===== src/rtl/fetch_sequencer.sv =====
// Instruction-fetch controller: single-outstanding request/grant/response memory port
// feeding an in-order fetch queue toward decode, with redirect flush of stale fetches.
module fetch_sequencer #(
    parameter logic [31:0] RESET_PC = 32'h0000_0000,
    parameter int          FQ_DEPTH = 2
) (
    input  logic        clk,
    input  logic        rst,
    output logic        imem_req,
    output logic [31:0] imem_addr,
    input  logic        imem_gnt,
    input  logic        imem_rvalid,
    input  logic [31:0] imem_rdata,
    input  logic        redirect_valid,
    input  logic [31:0] redirect_pc,
    output logic        if_valid,
    input  logic        if_ready,
    output logic [31:0] if_instr,
    output logic [31:0] if_pc,
    output logic [31:0] if_pcplus4,
    output logic        busy
);

    typedef enum logic [1:0] {S_IDLE, S_REQ, S_WAIT, S_FLUSH} state_t;

    localparam int PTR_W = (FQ_DEPTH > 1) ? $clog2(FQ_DEPTH) : 1;
    localparam int CNT_W = PTR_W + 1;
    localparam logic [CNT_W-1:0] DEPTH_C = CNT_W'(FQ_DEPTH);

    state_t             state_q, state_d;
    logic [31:0]        fetch_pc_q, fetch_pc_d;
    logic [31:0]        req_pc_q, req_pc_d;
    logic [CNT_W-1:0]   cnt_q, cnt_d;
    logic [PTR_W-1:0]   rd_ptr_q, rd_ptr_d;
    logic [PTR_W-1:0]   wr_ptr_q, wr_ptr_d;
    logic [31:0]        head_instr_q, head_instr_d;
    logic [31:0]        head_pc_q, head_pc_d;
    logic [31:0]        head_p4_q;
    logic [31:0]        instr_mem_q [FQ_DEPTH];
    logic [31:0]        pc_mem_q    [FQ_DEPTH];
    logic               push, pop, head_new;
    logic               unused_redirect_lsb;

    assign unused_redirect_lsb = ^redirect_pc[1:0];

    always_comb begin
        state_d    = state_q;
        fetch_pc_d = fetch_pc_q;
        req_pc_d   = req_pc_q;
        push       = 1'b0;
        unique case (state_q)
            S_IDLE: begin
                if (!redirect_valid && (cnt_q < DEPTH_C)) state_d = S_REQ;
            end
            S_REQ: begin
                if (imem_gnt) begin
                    // A grant coinciding with a redirect leaves a stale response to drain
                    state_d    = redirect_valid ? S_FLUSH : S_WAIT;
                    req_pc_d   = fetch_pc_q;
                    fetch_pc_d = fetch_pc_q + 32'd4;
                end
            end
            S_WAIT: begin
                if (imem_rvalid) begin
                    state_d = S_IDLE;
                    push    = !redirect_valid;
                end else if (redirect_valid) begin
                    state_d = S_FLUSH;
                end
            end
            S_FLUSH: begin
                if (imem_rvalid) state_d = S_IDLE;
            end
            default: state_d = S_IDLE;
        endcase
        if (redirect_valid) fetch_pc_d = {redirect_pc[31:2], 2'b00};
    end

    assign pop = if_valid && if_ready && !redirect_valid;

    always_comb begin
        rd_ptr_d = pop  ? rd_ptr_q + PTR_W'(1) : rd_ptr_q;
        wr_ptr_d = push ? wr_ptr_q + PTR_W'(1) : wr_ptr_q;
        cnt_d    = cnt_q + CNT_W'(push) - CNT_W'(pop);
        if (redirect_valid) begin
            rd_ptr_d = '0;
            wr_ptr_d = '0;
            cnt_d    = '0;
        end
        // The new head is the entry being written this cycle when the read pointer lands on it
        head_new     = push && (rd_ptr_d == wr_ptr_q);
        head_instr_d = head_new ? imem_rdata : instr_mem_q[rd_ptr_d];
        head_pc_d    = head_new ? req_pc_q   : pc_mem_q[rd_ptr_d];
    end

    always_ff @(posedge clk or posedge rst) begin
        if (rst) begin
            state_q      <= S_IDLE;
            fetch_pc_q   <= RESET_PC;
            req_pc_q     <= RESET_PC;
            cnt_q        <= '0;
            rd_ptr_q     <= '0;
            wr_ptr_q     <= '0;
            head_instr_q <= '0;
            head_pc_q    <= '0;
            head_p4_q    <= '0;
        end else begin
            state_q    <= state_d;
            fetch_pc_q <= fetch_pc_d;
            req_pc_q   <= req_pc_d;
            cnt_q      <= cnt_d;
            rd_ptr_q   <= rd_ptr_d;
            wr_ptr_q   <= wr_ptr_d;
            // Head registers hold their last contents while the queue is empty
            if (cnt_d != '0) begin
                head_instr_q <= head_instr_d;
                head_pc_q    <= head_pc_d;
                head_p4_q    <= head_pc_d + 32'd4;
            end
        end
    end

    always_ff @(posedge clk) begin
        if (push) begin
            instr_mem_q[wr_ptr_q] <= imem_rdata;
            pc_mem_q[wr_ptr_q]    <= req_pc_q;
        end
    end

    assign imem_req   = (state_q == S_REQ);
    assign imem_addr  = fetch_pc_q;
    assign busy       = (state_q != S_IDLE);
    assign if_valid   = (cnt_q != '0);
    assign if_instr   = head_instr_q;
    assign if_pc      = head_pc_q;
    assign if_pcplus4 = head_p4_q;

endmodule


===== config.mk =====
export PLATFORM = sky130hd
export DESIGN_NAME = fetch_sequencer
export DESIGN_NICKNAME = d
export VERILOG_FILES = /design/src/rtl/fetch_sequencer.sv
export SDC_FILE = /design/constraint.sdc
export NUM_CORES = 1
export LEC_CHECK = 0
export ABC_CLOCK_PERIOD_IN_PS = 7300
export CAP_MARGIN = 20
export CORE_UTILIZATION = 55
export DETAILED_ROUTE_END_ITERATION = 8
export DONT_BUFFER_PORTS = 1
export GPL_TIMING_DRIVEN = 0
export PLACE_DENSITY = 0.78
export SYNTH_ARGS = -nofsm -noshare
export SYNTH_HDL_FRONTEND = slang
export SYNTH_SLANG_ARGS = --single-unit

===== constraint.sdc =====
create_clock -name clk -period 7.3 [get_ports clk]
set_input_delay 1.095 -clock clk [delete_from_list [all_inputs] [get_ports clk]]
set_output_delay 1.095 -clock clk [all_outputs]
set_load 0.02 [all_outputs]

==> flow_results.xml <==
<?xml version="1.0" encoding="UTF-8"?>
<metrics>
  <group name="critical_path">
    <metric name="worst-path-buf-inv" unit="">7</metric>
    <metric name="cp_top_family" unit="">buffers and inverters</metric>
    <metric name="worstSetupPathType" unit="">in -&gt; reg</metric>
    <metric name="critical_path_required" unit="ps">7790</metric>
    <metric name="worst-path-max-fanout" unit="">10</metric>
    <metric name="endpoint_kind" unit="">flip-flop</metric>
    <metric name="critical_path_cell_by_cell" unit="">clkbuf_1 -&gt; clkbuf_1 -&gt; clkbuf_1 -&gt; clkbuf_1 -&gt; nor2_1 -&gt; ha_1 -&gt; inv_1 -&gt; ha_1 -&gt; xnor2_1 -&gt; nor2_1 -&gt; nor2_1 -&gt; clkbuf_1 -&gt; clkbuf_1 -&gt; nand2_1 -&gt; nand2_1</metric>
    <metric name="start_kind" unit="">input pin</metric>
    <metric name="critPathMostFrequentCell" unit="">clkbuf_1</metric>
    <metric name="worst_path_max_delay_cell" unit="">nor2_1</metric>
    <metric name="worst_path_arrival" unit="ps">5780</metric>
    <metric name="critical_path.max_stage_delay" unit="ps">690</metric>
    <metric name="rr_worst_depth" unit="">15</metric>
    <metric name="logic_depth_of_the_worst_path_buffers_included" unit="">15</metric>
  </group>
  <group name="logic_synthesis">
    <metric name="dominant_combinational_cell_family_by_area_after_synthesis" unit="">simple AND/OR/NAND/NOR gates</metric>
    <metric name="synth.yosys.seq_area_share" unit="%">59.02</metric>
    <metric name="synth_ff_type" unit="">dfrtp_1</metric>
    <metric name="yosys_register_bits" unit="">282</metric>
    <metric name="number_of_flops_mapped_to_enable_cells_by_yosys" unit="">124</metric>
    <metric name="yosys.area_share.simple" unit="%">17.83</metric>
    <metric name="synth_top_cell_area_share" unit="%">30.39</metric>
    <metric name="mean_instance_size_in_the_synthesized_netlist" unit="um^2">10.55</metric>
    <metric name="synth_area_in_adders" unit="%">0.3847</metric>
    <metric name="post_synth_num_cell_types" unit="">72</metric>
    <metric name="compound_cell_area_share_of_the_yosys_netlist" unit="%">13.16</metric>
    <metric name="yosysWarnings" unit="">0</metric>
    <metric name="postSynthCellCount" unit="">1233</metric>
    <metric name="mappedNetlistArea" unit="um^2">13010</metric>
    <metric name="synth.area.mux_share" unit="%">1.789</metric>
    <metric name="synth-xor-area-share" unit="%">4.376</metric>
    <metric name="synth_async_sr_flop_share" unit="%">56.03</metric>
    <metric name="yosys.area.top_type" unit="">dfrtp_1</metric>
    <metric name="ys_top_cells_by_area" unit="">dfrtp_1 30%, edfxtp_1 29%, nand2_1 8.8%, o21ai_0 3.8%, a21oi_1 3.3%</metric>
  </group>
  <group name="placement">
    <metric name="placed_area" unit="um^2">13500</metric>
    <metric name="dpl.hpwl" unit="mm">22.55</metric>
    <metric name="portBuffers" unit="">0</metric>
    <metric name="rd_place_congestion" unit="">0.8482</metric>
  </group>
  <group name="power_and_ir_drop">
    <metric name="power_leakage" unit="nW">5.726</metric>
    <metric name="power_density" unit="nW/um^2">373.8</metric>
    <metric name="vdd.ir_drop.worst" unit="mV">0.2322</metric>
    <metric name="total_power" unit="W">0.005429</metric>
  </group>
  <group name="routing">
    <metric name="antenna_left" unit="">0</metric>
    <metric name="drt-initial-drc-count" unit="">723</metric>
    <metric name="routed_wirelength" unit="mm">32.68</metric>
    <metric name="drc" unit="">0</metric>
    <metric name="viasPerCell" unit="">5.955</metric>
    <metric name="drt_pre_antenna_iters" unit="">5</metric>
    <metric name="detailroute.via_count" unit="">9588</metric>
    <metric name="avgRoutedWirePerCell" unit="um">20.30</metric>
  </group>
  <group name="timing">
    <metric name="final.setup_skew" unit="ps">15.48</metric>
    <metric name="setup_violations" unit="">0</metric>
    <metric name="layout_min_cycle_time" unit="ps">5285</metric>
    <metric name="timing.final.hold_violations" unit="">0</metric>
    <metric name="finalHoldWorstSlack" unit="ps">472.0</metric>
    <metric name="rsz_0062_raised_after_global_routing" unit="">no</metric>
    <metric name="fmaxAchievable" unit="MHz">189.2</metric>
    <metric name="worstMarginPinSlew" unit="ps">927.3</metric>
    <metric name="setup-tns-final" unit="ps">0</metric>
    <metric name="timing.final.max_slew_violations" unit="">0</metric>
    <metric name="max-slew-margin-rel" unit="%">37.99</metric>
    <metric name="post-route-period-util" unit="%">72.39</metric>
  </group>
  <group name="clock_tree">
    <metric name="cts_root_buf" unit="">clkbuf_16</metric>
    <metric name="clock_tree.buffer_depth" unit="">3</metric>
    <metric name="clkSinkCount" unit="">282</metric>
    <metric name="ctsResizeCount" unit="">0</metric>
    <metric name="cts_tree" unit="">yes</metric>
    <metric name="clk-insertion-delay-late" unit="ps">560</metric>
    <metric name="cts_hold_buf" unit="">0</metric>
    <metric name="h-tree-depth" unit="">1</metric>
    <metric name="cts_setup_buffers" unit="">0</metric>
    <metric name="cts.clk_slew.worst_paths" unit="ps">60</metric>
    <metric name="cts-buffers-inserted" unit="">30</metric>
  </group>
  <group name="min_path">
    <metric name="hold_path_class" unit="">in -&gt; async</metric>
  </group>
  <group name="die">
    <metric name="chipHeight" unit="um">155.8</metric>
    <metric name="design.die.area" unit="um^2">24270</metric>
    <metric name="initial_utilization" unit="%">56.77</metric>
    <metric name="fp-row-count" unit="">55</metric>
    <metric name="design.portCount" unit="">201</metric>
    <metric name="floorplan.die.width" unit="um">155.8</metric>
    <metric name="core" unit="um^2">22920</metric>
  </group>
  <group name="global_route">
    <metric name="globalRouteTotalUtil" unit="%">27.19</metric>
    <metric name="first_pass_grt_wire_length" unit="mm">51.73</metric>
    <metric name="first_global_vias" unit="">9438</metric>
    <metric name="largest_net_degree_at_the_start_of_global_routing" unit="">100</metric>
    <metric name="grt_antenna_before_repair" unit="">0</metric>
    <metric name="grt.overflow.total" unit="">0</metric>
  </group>
  <group name="cells_and_area">
    <metric name="postLayoutCellArea" unit="um^2">14520</metric>
    <metric name="num_antenna_cells" unit="">0</metric>
    <metric name="post_route_cells_drive_above_1_share" unit="%">10.33</metric>
    <metric name="final.fill_count" unit="">1761</metric>
    <metric name="design.final.nets" unit="">1347</metric>
    <metric name="flow.area_growth_from_synthesis" unit="%">11.64</metric>
    <metric name="layout.core_utilization" unit="%">63.37</metric>
  </group>
  <group name="run">
    <metric name="max_cap_viol_count" unit="">0</metric>
  </group>
  <group name="outcome">
    <metric name="outcome" unit="">finished, final reports clean</metric>
  </group>
</metrics>
-- area by class of cell --
class	instances	area, um^2	share of cell area (%)
clock inverters	20	205.2	1.413
well taps	313	391.6	2.697
repair buffers	3	67.56	0.4652
clock buffers	36	815.8	5.617
flip-flops and latches	282	7677	52.86
multi-input cells	860	4916	33.85
inverters	10	42.54	0.2929
plain buffers	86	406.6	2.800
-- worst paths after layout --
kind	start	to	slack (ps)
max reg2reg	state_q[0]	if_pc[25]	3120
min	rst	if_pcplus4[7]	470
max in group asynchronous	rst	imem_addr[29]	5940
min reg2reg	req_pc_q[27]	pc_mem_q[0][27]	520
min in group clk	req_pc_q[27]	pc_mem_q[0][27]	520
max	redirect_valid	if_pc[25]	2020
-- layout by cell type (no fill, tap or decap), types with 7 or more instances in the layout --
cell type  count
nor2b_1        8
or4_1         16
o221a_2       10
buf_2         10
a21oi_1       86
inv_1          7
or3_1         10
clkbuf_16     32
nand3_1       14
dfrtp_1      158
nor2_1        45
o21bai_1      25
o21ai_0       99
buf_4         11
xnor2_1       28
o221ai_1       7
o21ai_1       14
nor3_1        19
edfxtp_1     124
nand4_1        8
clkbuf_1      61
or2_2         13
mux2i_1       21
and2_1         7
nand2_1      305
xor2_1        32
-- layer usage --
layer / share of wire [%] / vias up / wire [um] / track usage, %
met4: 2.8 / 0 / 918 / 8.077
li1: - / 4405 / - / -
met2: 47 / 452 / 15300 / 44.05
met1: 41 / 4657 / 13420 / 36.64
met5: 0 / - / 0 / 0
met3: 9.3 / 74 / 3045 / 6.222
-- logic make-up (layout without fill, tap and decap cells) --
logic type                 after synthesis  after routing
other                                    1              6
adders and majority gates                4              4
and+or+nand+nor                        490            490
muxes                                   23             23
DFF                                    282            282
xor gates and xnor gates                62             62
buffers and inverters                   96            155
AOI/OAI and AO/OA                      275            275
-- cell usage after synthesis (all sizes together) (3+ instances only) --
master,instances
nor2,47
ha,4
nor2b,8
and2,8
nand2,305
o21ai,114
or4,16
o221ai,12
nor3b,3
nor3,21
or2,18
edfxtp,124
xor2,32
buf,29
nor4,13
o2111ai,3
nand4,10
or3,10
nand2b,7
nand3,14
clkbuf,57
dfrtp,158
inv,10
a21oi,87
mux2i,21
xnor2,30
a211oi,3
a2111oi,3
o21bai,25
and3,3
o32ai,6
o221a,12
-- where the power goes --
part | switching (W) | internal (W) | total [W]
Sequential | 0.000659 | 0.00206 | 0.00272
Combinational | 0.000749 | 0.000413 | 0.00116
Clock | 0.000642 | 0.000909 | 0.00155
-- worst register-to-register path: stages, from the launching register on --
cell	delay [ps]
dfrtp_1	440
nand3b_4	250
nor2_2	240
inv_2	60
buf_2	190
buf_4	210
ha_1	290
inv_1	40
ha_1	180
xnor2_1	150
nor2_1	80
nor2_1	690
clkbuf_1	540
clkbuf_1	540
nand2_1	150
nand2_1	90
-- through the flow --
stage / instances / setup slack [ps]
floorplan: 1238 / 1942
global placement: 1551 / 272.7
detailed placement: 1554 / 1604
CTS: 1610 / 2113
global route: 1610 / 1760
finish: 1610 / 2015
-- state kept, by name, summed over array words and instances (netlist names), 30 cells and up --
name,count
if_pcplus4,30
req_pc_q,30
instr_mem_q,64
imem_addr,30
if_pc,30
if_instr,32
pc_mem_q,60
(Power assumes the default switching activity.)
